<file path="src/rtl/hazard_ctrl_pkg.sv">
// Shared encodings for the pipeline hazard controller: forwarding selects and FSM states.
`ifndef REG_ADDR_W
`define REG_ADDR_W 5
`endif

package hazard_ctrl_pkg;

    localparam logic [1:0] FWD_REGF = 2'b00;
    localparam logic [1:0] FWD_EXM  = 2'b01;
    localparam logic [1:0] FWD_MWB  = 2'b10;

    typedef enum logic [0:0] {
        CTRL_RUN      = 1'b0,
        CTRL_MEM_WAIT = 1'b1
    } ctrl_state_t;

endpackage

</file>
<file path="src/rtl/hazard_ctrl_if.sv">
// Pipeline-register snapshot in, per-stage stall/flush and forwarding selects out.
interface hazard_ctrl_if #(
    parameter int REG_ADDR_W = `REG_ADDR_W,
    parameter int CNT_W      = 32
);
    logic                  en;
    logic                  id_use_r1;
    logic                  id_use_r2;
    logic [REG_ADDR_W-1:0] id_addr_r1;
    logic [REG_ADDR_W-1:0] id_addr_r2;
    logic                  idex_reg_wr;
    logic                  idex_is_load;
    logic                  idex_flush;
    logic [REG_ADDR_W-1:0] idex_addr_rd;
    logic                  exm_reg_wr;
    logic                  exm_flush;
    logic [REG_ADDR_W-1:0] exm_addr_rd;
    logic                  branch_taken;
    logic                  mem_req;
    logic                  mem_ack;
    logic                  stall_if;
    logic                  stall_id;
    logic                  stall_ex;
    logic                  stall_mem;
    logic                  flush_if;
    logic                  flush_id;
    logic [1:0]            fwd_r1;
    logic [1:0]            fwd_r2;
    logic                  mem_err;
    logic [CNT_W-1:0]      stall_cycles;

    modport master (
        output en, id_use_r1, id_use_r2, id_addr_r1, id_addr_r2,
               idex_reg_wr, idex_is_load, idex_flush, idex_addr_rd,
               exm_reg_wr, exm_flush, exm_addr_rd, branch_taken, mem_req, mem_ack,
        input  stall_if, stall_id, stall_ex, stall_mem, flush_if, flush_id,
               fwd_r1, fwd_r2, mem_err, stall_cycles
    );

    modport slave (
        input  en, id_use_r1, id_use_r2, id_addr_r1, id_addr_r2,
               idex_reg_wr, idex_is_load, idex_flush, idex_addr_rd,
               exm_reg_wr, exm_flush, exm_addr_rd, branch_taken, mem_req, mem_ack,
        output stall_if, stall_id, stall_ex, stall_mem, flush_if, flush_id,
               fwd_r1, fwd_r2, mem_err, stall_cycles
    );
endinterface

</file>
<file path="src/rtl/hazard_ctrl_fwd_sel.sv">
// Hit detection and forwarding priority for one ID source operand (purely combinational).
module fwd_sel
    import hazard_ctrl_pkg::*;
#(
    parameter int REG_ADDR_W = `REG_ADDR_W
) (
    input  logic                  use_src,
    input  logic [REG_ADDR_W-1:0] addr,
    input  logic                  idex_reg_wr,
    input  logic                  idex_flush,
    input  logic [REG_ADDR_W-1:0] idex_addr_rd,
    input  logic                  exm_reg_wr,
    input  logic                  exm_flush,
    input  logic [REG_ADDR_W-1:0] exm_addr_rd,
    output logic                  idex_hit,
    output logic [1:0]            fwd
);
    logic exm_hit;

    // r0 is hardwired zero, so it never takes a forwarded value
    always_comb begin
        idex_hit = use_src && (addr != '0) && idex_reg_wr && !idex_flush && (idex_addr_rd == addr);
        exm_hit  = use_src && (addr != '0) && exm_reg_wr && !exm_flush && (exm_addr_rd == addr);
        fwd      = idex_hit ? FWD_EXM : (exm_hit ? FWD_MWB : FWD_REGF);
    end
endmodule

</file>
<file path="src/rtl/hazard_ctrl.sv">
// Pipeline stall/flush generation with registered EX forwarding selects and a memory-wait FSM.
module hazard_ctrl
    import hazard_ctrl_pkg::*;
#(
    parameter int REG_ADDR_W  = `REG_ADDR_W,
    parameter int MEM_TIMEOUT = 255,
    parameter int CNT_W       = 32
) (
    input  logic         clk,
    input  logic         rst,
    hazard_ctrl_if.slave bus
);
    localparam int                WAIT_W    = $clog2(MEM_TIMEOUT + 1);
    localparam logic [WAIT_W-1:0] WAIT_LAST = WAIT_W'(MEM_TIMEOUT - 1);

    ctrl_state_t      state_q, state_d;
    logic [WAIT_W-1:0] wait_q;
    logic             mem_err_q;
    logic [1:0]       fwd_r1_q, fwd_r2_q;
    logic [CNT_W-1:0] stall_cnt_q;

    logic       hit_r1, hit_r2;
    logic [1:0] sel_r1, sel_r2;
    logic       load_use, mem_stall, timeout;
    logic       stall_if, stall_id, stall_ex, stall_mem, flush_if, flush_id;

    fwd_sel #(.REG_ADDR_W(REG_ADDR_W)) u_fwd_r1 (
        .use_src(bus.id_use_r1), .addr(bus.id_addr_r1),
        .idex_reg_wr(bus.idex_reg_wr), .idex_flush(bus.idex_flush), .idex_addr_rd(bus.idex_addr_rd),
        .exm_reg_wr(bus.exm_reg_wr), .exm_flush(bus.exm_flush), .exm_addr_rd(bus.exm_addr_rd),
        .idex_hit(hit_r1), .fwd(sel_r1)
    );

    fwd_sel #(.REG_ADDR_W(REG_ADDR_W)) u_fwd_r2 (
        .use_src(bus.id_use_r2), .addr(bus.id_addr_r2),
        .idex_reg_wr(bus.idex_reg_wr), .idex_flush(bus.idex_flush), .idex_addr_rd(bus.idex_addr_rd),
        .exm_reg_wr(bus.exm_reg_wr), .exm_flush(bus.exm_flush), .exm_addr_rd(bus.exm_addr_rd),
        .idex_hit(hit_r2), .fwd(sel_r2)
    );

    assign load_use  = (hit_r1 || hit_r2) && bus.idex_is_load;
    assign mem_stall = (state_q == CTRL_RUN) ? (bus.mem_req && !bus.mem_ack) : !bus.mem_ack;
    assign timeout   = (state_q == CTRL_MEM_WAIT) && !bus.mem_ack && (wait_q == WAIT_LAST);

    always_ff @(posedge clk or posedge rst) begin
        if (rst) state_q <= CTRL_RUN;
        else     state_q <= state_d;
    end

    always_comb begin
        state_d = state_q;
        if (bus.en) begin
            case (state_q)
                CTRL_RUN:      if (bus.mem_req && !bus.mem_ack) state_d = CTRL_MEM_WAIT;
                CTRL_MEM_WAIT: if (bus.mem_ack || timeout)      state_d = CTRL_RUN;
                default:       state_d = CTRL_RUN;
            endcase
        end
    end

    // Memory waits outrank redirects: EX holds the branch stable until the access completes
    always_comb begin
        stall_if  = 1'b0;
        stall_id  = 1'b0;
        stall_ex  = 1'b0;
        stall_mem = 1'b0;
        flush_if  = 1'b0;
        flush_id  = 1'b0;
        if (rst) begin
            {stall_if, stall_id, stall_ex, stall_mem} = 4'b1111;
            {flush_if, flush_id}                      = 2'b11;
        end else if (!bus.en || mem_stall) begin
            {stall_if, stall_id, stall_ex, stall_mem} = 4'b1111;
        end else if (bus.branch_taken) begin
            {flush_if, flush_id} = 2'b11;
        end else if (load_use) begin
            stall_if = 1'b1;
            stall_id = 1'b1;
            flush_id = 1'b1;
        end
    end

    always_ff @(posedge clk or posedge rst) begin
        if (rst) begin
            wait_q      <= '0;
            mem_err_q   <= 1'b0;
            fwd_r1_q    <= FWD_REGF;
            fwd_r2_q    <= FWD_REGF;
            stall_cnt_q <= '0;
        end else if (bus.en) begin
            if (state_q == CTRL_MEM_WAIT && state_d == CTRL_MEM_WAIT) wait_q <= wait_q + 1'b1;
            else                                                      wait_q <= '0;
            if (timeout) mem_err_q <= 1'b1;
            if (!mem_stall) begin
                fwd_r1_q <= flush_id ? FWD_REGF : sel_r1;
                fwd_r2_q <= flush_id ? FWD_REGF : sel_r2;
            end
            if (stall_if) stall_cnt_q <= stall_cnt_q + 1'b1;
        end
    end

    assign bus.stall_if     = stall_if;
    assign bus.stall_id     = stall_id;
    assign bus.stall_ex     = stall_ex;
    assign bus.stall_mem    = stall_mem;
    assign bus.flush_if     = flush_if;
    assign bus.flush_id     = flush_id;
    assign bus.fwd_r1       = fwd_r1_q;
    assign bus.fwd_r2       = fwd_r2_q;
    assign bus.mem_err      = mem_err_q;
    assign bus.stall_cycles = stall_cnt_q;
endmodule

</file>
<file path="src/flat_wrapper.sv">
// flat-port wrapper written by rule: the top's interface ports become plain ports
module hazard_ctrl_flat import hazard_ctrl_pkg::*;
#(
    parameter int REG_ADDR_W  = `REG_ADDR_W,
    parameter int MEM_TIMEOUT = 255,
    parameter int CNT_W       = 32
)
  (clk, rst, bus_en, bus_id_use_r1, bus_id_use_r2, bus_id_addr_r1, bus_id_addr_r2, bus_idex_reg_wr, bus_idex_is_load, bus_idex_flush, bus_idex_addr_rd, bus_exm_reg_wr, bus_exm_flush, bus_exm_addr_rd, bus_branch_taken, bus_mem_req, bus_mem_ack, bus_stall_if, bus_stall_id, bus_stall_ex, bus_stall_mem, bus_flush_if, bus_flush_id, bus_fwd_r1, bus_fwd_r2, bus_mem_err, bus_stall_cycles);
  hazard_ctrl_if #(.REG_ADDR_W(REG_ADDR_W), .CNT_W(CNT_W)) bus_i ();
  input  logic clk;
  input  logic rst;
  input wire logic [$bits(bus_i.en)-1:0] bus_en;
  input wire logic [$bits(bus_i.id_use_r1)-1:0] bus_id_use_r1;
  input wire logic [$bits(bus_i.id_use_r2)-1:0] bus_id_use_r2;
  input wire logic [$bits(bus_i.id_addr_r1)-1:0] bus_id_addr_r1;
  input wire logic [$bits(bus_i.id_addr_r2)-1:0] bus_id_addr_r2;
  input wire logic [$bits(bus_i.idex_reg_wr)-1:0] bus_idex_reg_wr;
  input wire logic [$bits(bus_i.idex_is_load)-1:0] bus_idex_is_load;
  input wire logic [$bits(bus_i.idex_flush)-1:0] bus_idex_flush;
  input wire logic [$bits(bus_i.idex_addr_rd)-1:0] bus_idex_addr_rd;
  input wire logic [$bits(bus_i.exm_reg_wr)-1:0] bus_exm_reg_wr;
  input wire logic [$bits(bus_i.exm_flush)-1:0] bus_exm_flush;
  input wire logic [$bits(bus_i.exm_addr_rd)-1:0] bus_exm_addr_rd;
  input wire logic [$bits(bus_i.branch_taken)-1:0] bus_branch_taken;
  input wire logic [$bits(bus_i.mem_req)-1:0] bus_mem_req;
  input wire logic [$bits(bus_i.mem_ack)-1:0] bus_mem_ack;
  output wire logic [$bits(bus_i.stall_if)-1:0] bus_stall_if;
  output wire logic [$bits(bus_i.stall_id)-1:0] bus_stall_id;
  output wire logic [$bits(bus_i.stall_ex)-1:0] bus_stall_ex;
  output wire logic [$bits(bus_i.stall_mem)-1:0] bus_stall_mem;
  output wire logic [$bits(bus_i.flush_if)-1:0] bus_flush_if;
  output wire logic [$bits(bus_i.flush_id)-1:0] bus_flush_id;
  output wire logic [$bits(bus_i.fwd_r1)-1:0] bus_fwd_r1;
  output wire logic [$bits(bus_i.fwd_r2)-1:0] bus_fwd_r2;
  output wire logic [$bits(bus_i.mem_err)-1:0] bus_mem_err;
  output wire logic [$bits(bus_i.stall_cycles)-1:0] bus_stall_cycles;
  assign bus_i.en = bus_en;
  assign bus_i.id_use_r1 = bus_id_use_r1;
  assign bus_i.id_use_r2 = bus_id_use_r2;
  assign bus_i.id_addr_r1 = bus_id_addr_r1;
  assign bus_i.id_addr_r2 = bus_id_addr_r2;
  assign bus_i.idex_reg_wr = bus_idex_reg_wr;
  assign bus_i.idex_is_load = bus_idex_is_load;
  assign bus_i.idex_flush = bus_idex_flush;
  assign bus_i.idex_addr_rd = bus_idex_addr_rd;
  assign bus_i.exm_reg_wr = bus_exm_reg_wr;
  assign bus_i.exm_flush = bus_exm_flush;
  assign bus_i.exm_addr_rd = bus_exm_addr_rd;
  assign bus_i.branch_taken = bus_branch_taken;
  assign bus_i.mem_req = bus_mem_req;
  assign bus_i.mem_ack = bus_mem_ack;
  assign bus_stall_if = bus_i.stall_if;
  assign bus_stall_id = bus_i.stall_id;
  assign bus_stall_ex = bus_i.stall_ex;
  assign bus_stall_mem = bus_i.stall_mem;
  assign bus_flush_if = bus_i.flush_if;
  assign bus_flush_id = bus_i.flush_id;
  assign bus_fwd_r1 = bus_i.fwd_r1;
  assign bus_fwd_r2 = bus_i.fwd_r2;
  assign bus_mem_err = bus_i.mem_err;
  assign bus_stall_cycles = bus_i.stall_cycles;
  hazard_ctrl #(.REG_ADDR_W(REG_ADDR_W), .MEM_TIMEOUT(MEM_TIMEOUT), .CNT_W(CNT_W)) u_core (.clk(clk), .rst(rst), .bus(bus_i));
endmodule
</file>
<file path="config.mk">
export PLATFORM = sky130hd
export DESIGN_NAME = hazard_ctrl_flat
export DESIGN_NICKNAME = d
export VERILOG_FILES = /design/src/rtl/hazard_ctrl_pkg.sv /design/src/rtl/hazard_ctrl_if.sv /design/src/rtl/hazard_ctrl_fwd_sel.sv /design/src/rtl/hazard_ctrl.sv /design/src/flat_wrapper.sv
export SDC_FILE = /design/constraint.sdc
export NUM_CORES = 1
export LEC_CHECK = 0
export CAP_MARGIN = 20
export CORE_MARGIN = 3
export CORE_UTILIZATION = 43
export CTS_CLUSTER_DIAMETER = 50
export DETAILED_ROUTE_END_ITERATION = 7
export PLACE_DENSITY_LB_ADDON = 0.08
export SLEW_MARGIN = 20
export SYNTH_ARGS = -nofsm -noshare
export SYNTH_HDL_FRONTEND = slang
export SYNTH_SLANG_ARGS = --single-unit
</file>
<file path="constraint.sdc">
create_clock -name clk -period 2.6 [get_ports clk]
set_clock_uncertainty 0.1 [all_clocks]
set_input_delay 0.65 -clock clk [delete_from_list [all_inputs] [get_ports clk]]
set_output_delay 0.65 -clock clk [all_outputs]
set_load 0.02 [all_outputs]
</file>
==> run metrics, run 1 <==
row count=27; final WL=just under 7000 microns; WL per Instance=between 15 and 20 microns; flip-flop and latch area=between 1000 and 1500 sq um; status=finished with violations; die area=between 7000 and 8000 sq um; Pint=between 1000 and 1500 uW; largest net degree at the start of global routing=25; Synth area leaders=dfrtp_1, xor2_1, xnor2_1; P per Cell Area=between 400 and 500 nW/um^2; placed insts=about 450; worst slew pin tran=~0.46 ns; diode count=0; hold path cells=1; CTS buffer count=5; CTS H-tree lvls=2; overall routing resource usage=0.199; first-pass GRT wire length=roughly 12000 microns; Clk pin slew, worst setup/hold paths=approximately 0.080 ns; worst-path maximum fanout=2; layout cells sized above 1=0.258; top-count cell post-synth=dfrtp_1; Cells after Synth=270; clock power share=0.262; Overflow after GRT=0; syn_nets=a little over 300; dominant cell type by area after synthesis=dfrtp_1; Mapped Area=about 2700 sq um; global route hottest layer=met2; Post-synth EDFFs=0; worst reg-to-reg path cell count=9; Final setup viols=3; Total Power=around 1900 uW; met1 GRT Util=0.263; Worst Hold Class=flip-flop to flip-flop; Worst EP required=between 1.5 and 2 ns; filler cell count=between 400 and 500; crit path launch type=input port; Fmax=between 300 and 400 MHz; Layout area overhead=52.2%; DIE WIDTH=~85 microns; Die H=between 80 and 90 microns; Seq/Total Area, Yosys=0.434; clock latency on the worst-skew pair=0.30 ns; Core Area=between 5000 and 6000 sq um; antenna violations before repair=0; Final nets=426; Net Switching=roughly 570 uW; Max-Cap Viols=0; RSZ-0062 raised after global routing=yes; Critical Path AT=approximately 2.1 ns; YS warnings=0; peak supply drop=approximately 0.00030 V; top cells by count, synth=dfrtp_1, xor2_1, nand2_1; M3 GR Usage=0.0343; Final Max Slew Viols=0; CTS tree=yes; GR Layer Usage met2=0.337; CP Capture Type=output pin; non-filler cells, final=between 400 and 500; share of the synthesized area in the top cell type=0.434; post-layout minimum cycle time=approximately 2.9 ns; Synth Register Bits=46; Vias=approximately 2400; Setup CP Type=input port to output pin; failing checks=negative setup slack; Async S/R FF share, synth=1.00; sequential group share of total power=0.458; gpl congestion=between 0.8 and 0.9; fin crit share=1.10; worst setup margin=-0.255 ns; main flop type after synthesis=dfrtp_1; Cell variety after synth=46; Port Buffers=75; Ports=between 70 and 80; vias per cell=5.26; Hold Vio Cnt, Final=0; clock buffer depth=2; DRT iter0 DRCs=77; Post-route DRC=0; relative slew slack=0.692; logic gate share of total power=0.280; vias in the first global route=roughly 2500; area of the multi-input gates=1550 sq um; Initial Util=0.462; sw frac=0.308; drt first pass iters=4; leak pwr=around 0.0019 uW; TritonCTS Sinks=46; Root Buffer=clkbuf_8; Syn Area/Cell=just under 10 sq um; DP Wirelength=roughly 5000 microns; Routed Antenna Nets=0
[final cells by class]
cell class                      count  area share
Clock buffer                        7      0.0239
Clock inverter                      1     0.00217
Inverter                            9     0.00837
Multi-Input combinational cell    207       0.385
Sequential cell                    46       0.285
Tap cell                           72      0.0223
Timing Repair Buffer              121       0.273
[worst max-delay path, cell delays in order]
cell and delay (ns):
dlygate4sd2_1 0.25, xnor2_1 0.18, nand4_1 0.24, nor4_4 0.35, buf_4 0.17, o21ai_4 0.07
nand2_4 0.08, buf_6 0.11
[path summary, 6_finish.rpt]
path / endpoint / slack [ns] / startpoint
max in group asynchronous: u_core.bus.stall_cycles[0] / 1.34 / rst
min in group asynchronous: u_core.bus.stall_cycles[18] / 0.82 / rst
max: bus_stall_id / -0.26 / bus_idex_addr_rd[2]
min reg2reg: u_core.bus.mem_err / 0.36 / u_core.bus.mem_err
min: u_core.bus.mem_err / 0.36 / u_core.bus.mem_err
max reg2reg: u_core.bus.stall_cycles[16] / 0.43 / u_core.bus.stall_cycles[0]
[registers in the layout (all words and copies together) (netlist names)]
name,cells
u_core.wait_q,8
u_core.bus.fwd_r2,2
u_core.bus.stall_cycles,32
u_core.bus.fwd_r1,2
u_core.bus.mem_err,1
u_core.state_q,1
[cell families (layout without fill, tap and decap cells)]
logic type | Yosys count | after routing | synth area share
simple gates | 93 | 93 | 0.183
compound gates | 55 | 55 | 0.152
xor+xnor | 54 | 54 | 0.178
flops | 46 | 46 | 0.434
buf+inv | 17 | 138 | 0.0288
fa+ha+maj | 3 | 3 | 0.0142
mux | 2 | 2 | 0.00943
[cell usage in the layout (no fill, tap or decap), types with 2 or more instances in the layout]
master           count
nor2_1              12
a21o_1               2
a21oi_1             17
nor4_4               2
or2_2                2
xnor2_1             15
a211oi_2             3
buf_12               2
xor2_1              34
nand4_1              8
buf_6               10
buf_4               41
a211oi_1             4
or4_4                2
clkdlybuf4s50_1     50
buf_2                6
nand3_1             15
clkbuf_2             3
dfrtp_1             46
a31oi_1              2
nand2_1             31
ha_1                 3
xnor2_2              5
dlymetal6s2s_1       2
dlygate4sd2_1        4
and3_1               7
o21ai_0              5
clkbuf_8             7
inv_1                8
o211ai_4             2
nor3_1               3
a21boi_0             2
o21ai_4              3
and4_1               2
o31ai_1              3
[metrics by stage]
stage | setup slack, ns | hold slack [ns] | utilization | instance area (sq um) | TNS [ns]
detailed placement | -1.05 | 0.345 | 0.659 | 3780 | -18.16
finish | -0.255 | 0.364 | 0.703 | 4040 | -0.729
floorplan | -0.144 | 0.354 | - | 2680 | -0.264
global placement | -0.991 | 0.346 | 0.659 | 3780 | -16.87
global route | -0.301 | 0.415 | 0.703 | 4040 | -0.902
CTS | -0.220 | 0.365 | 0.689 | 3960 | -0.653
[power by group through the flow]
stage / sequential (uW) / combinational (uW) / clock (uW)
2_1_floorplan: 918 / 190 / 0
3_3_place_gp: 866 / 497 / 0
3_5_place_dp: 866 / 507 / 0
4_1_cts: 855 / 516 / 499
5_1_grt: 869 / 563 / 533
6_report: 855 / 523 / 488
[repair_timing]
item / CTS / global route
hold buffers: 0 / 0
resized for setup: 90 / 24
endpoints found under the setup margin: 33 / 18
pin swaps: 16 / 17
setup buffers: 5 / 4
[layer usage]
| metal | share of wire | wire length, microns | vias up |
|---|---|---|---|
| li1 | - | - | 1177 |
| met1 | 0.44 | 3050 | 1193 |
| met2 | 0.51 | 3550 | 56 |
| met3 | 0.037 | 254 | 10 |
| met4 | 0.015 | 103 | 0 |
| met5 | 0 | 0 | - |
(Power assumes the default switching activity.)
==> run 2, diff against run 1 <==
ABC_CLOCK_PERIOD_IN_PS = 2600   (was default)
==> results of run 2 <==
The final DEF is identical to that of run 1; final timing and power are the same.
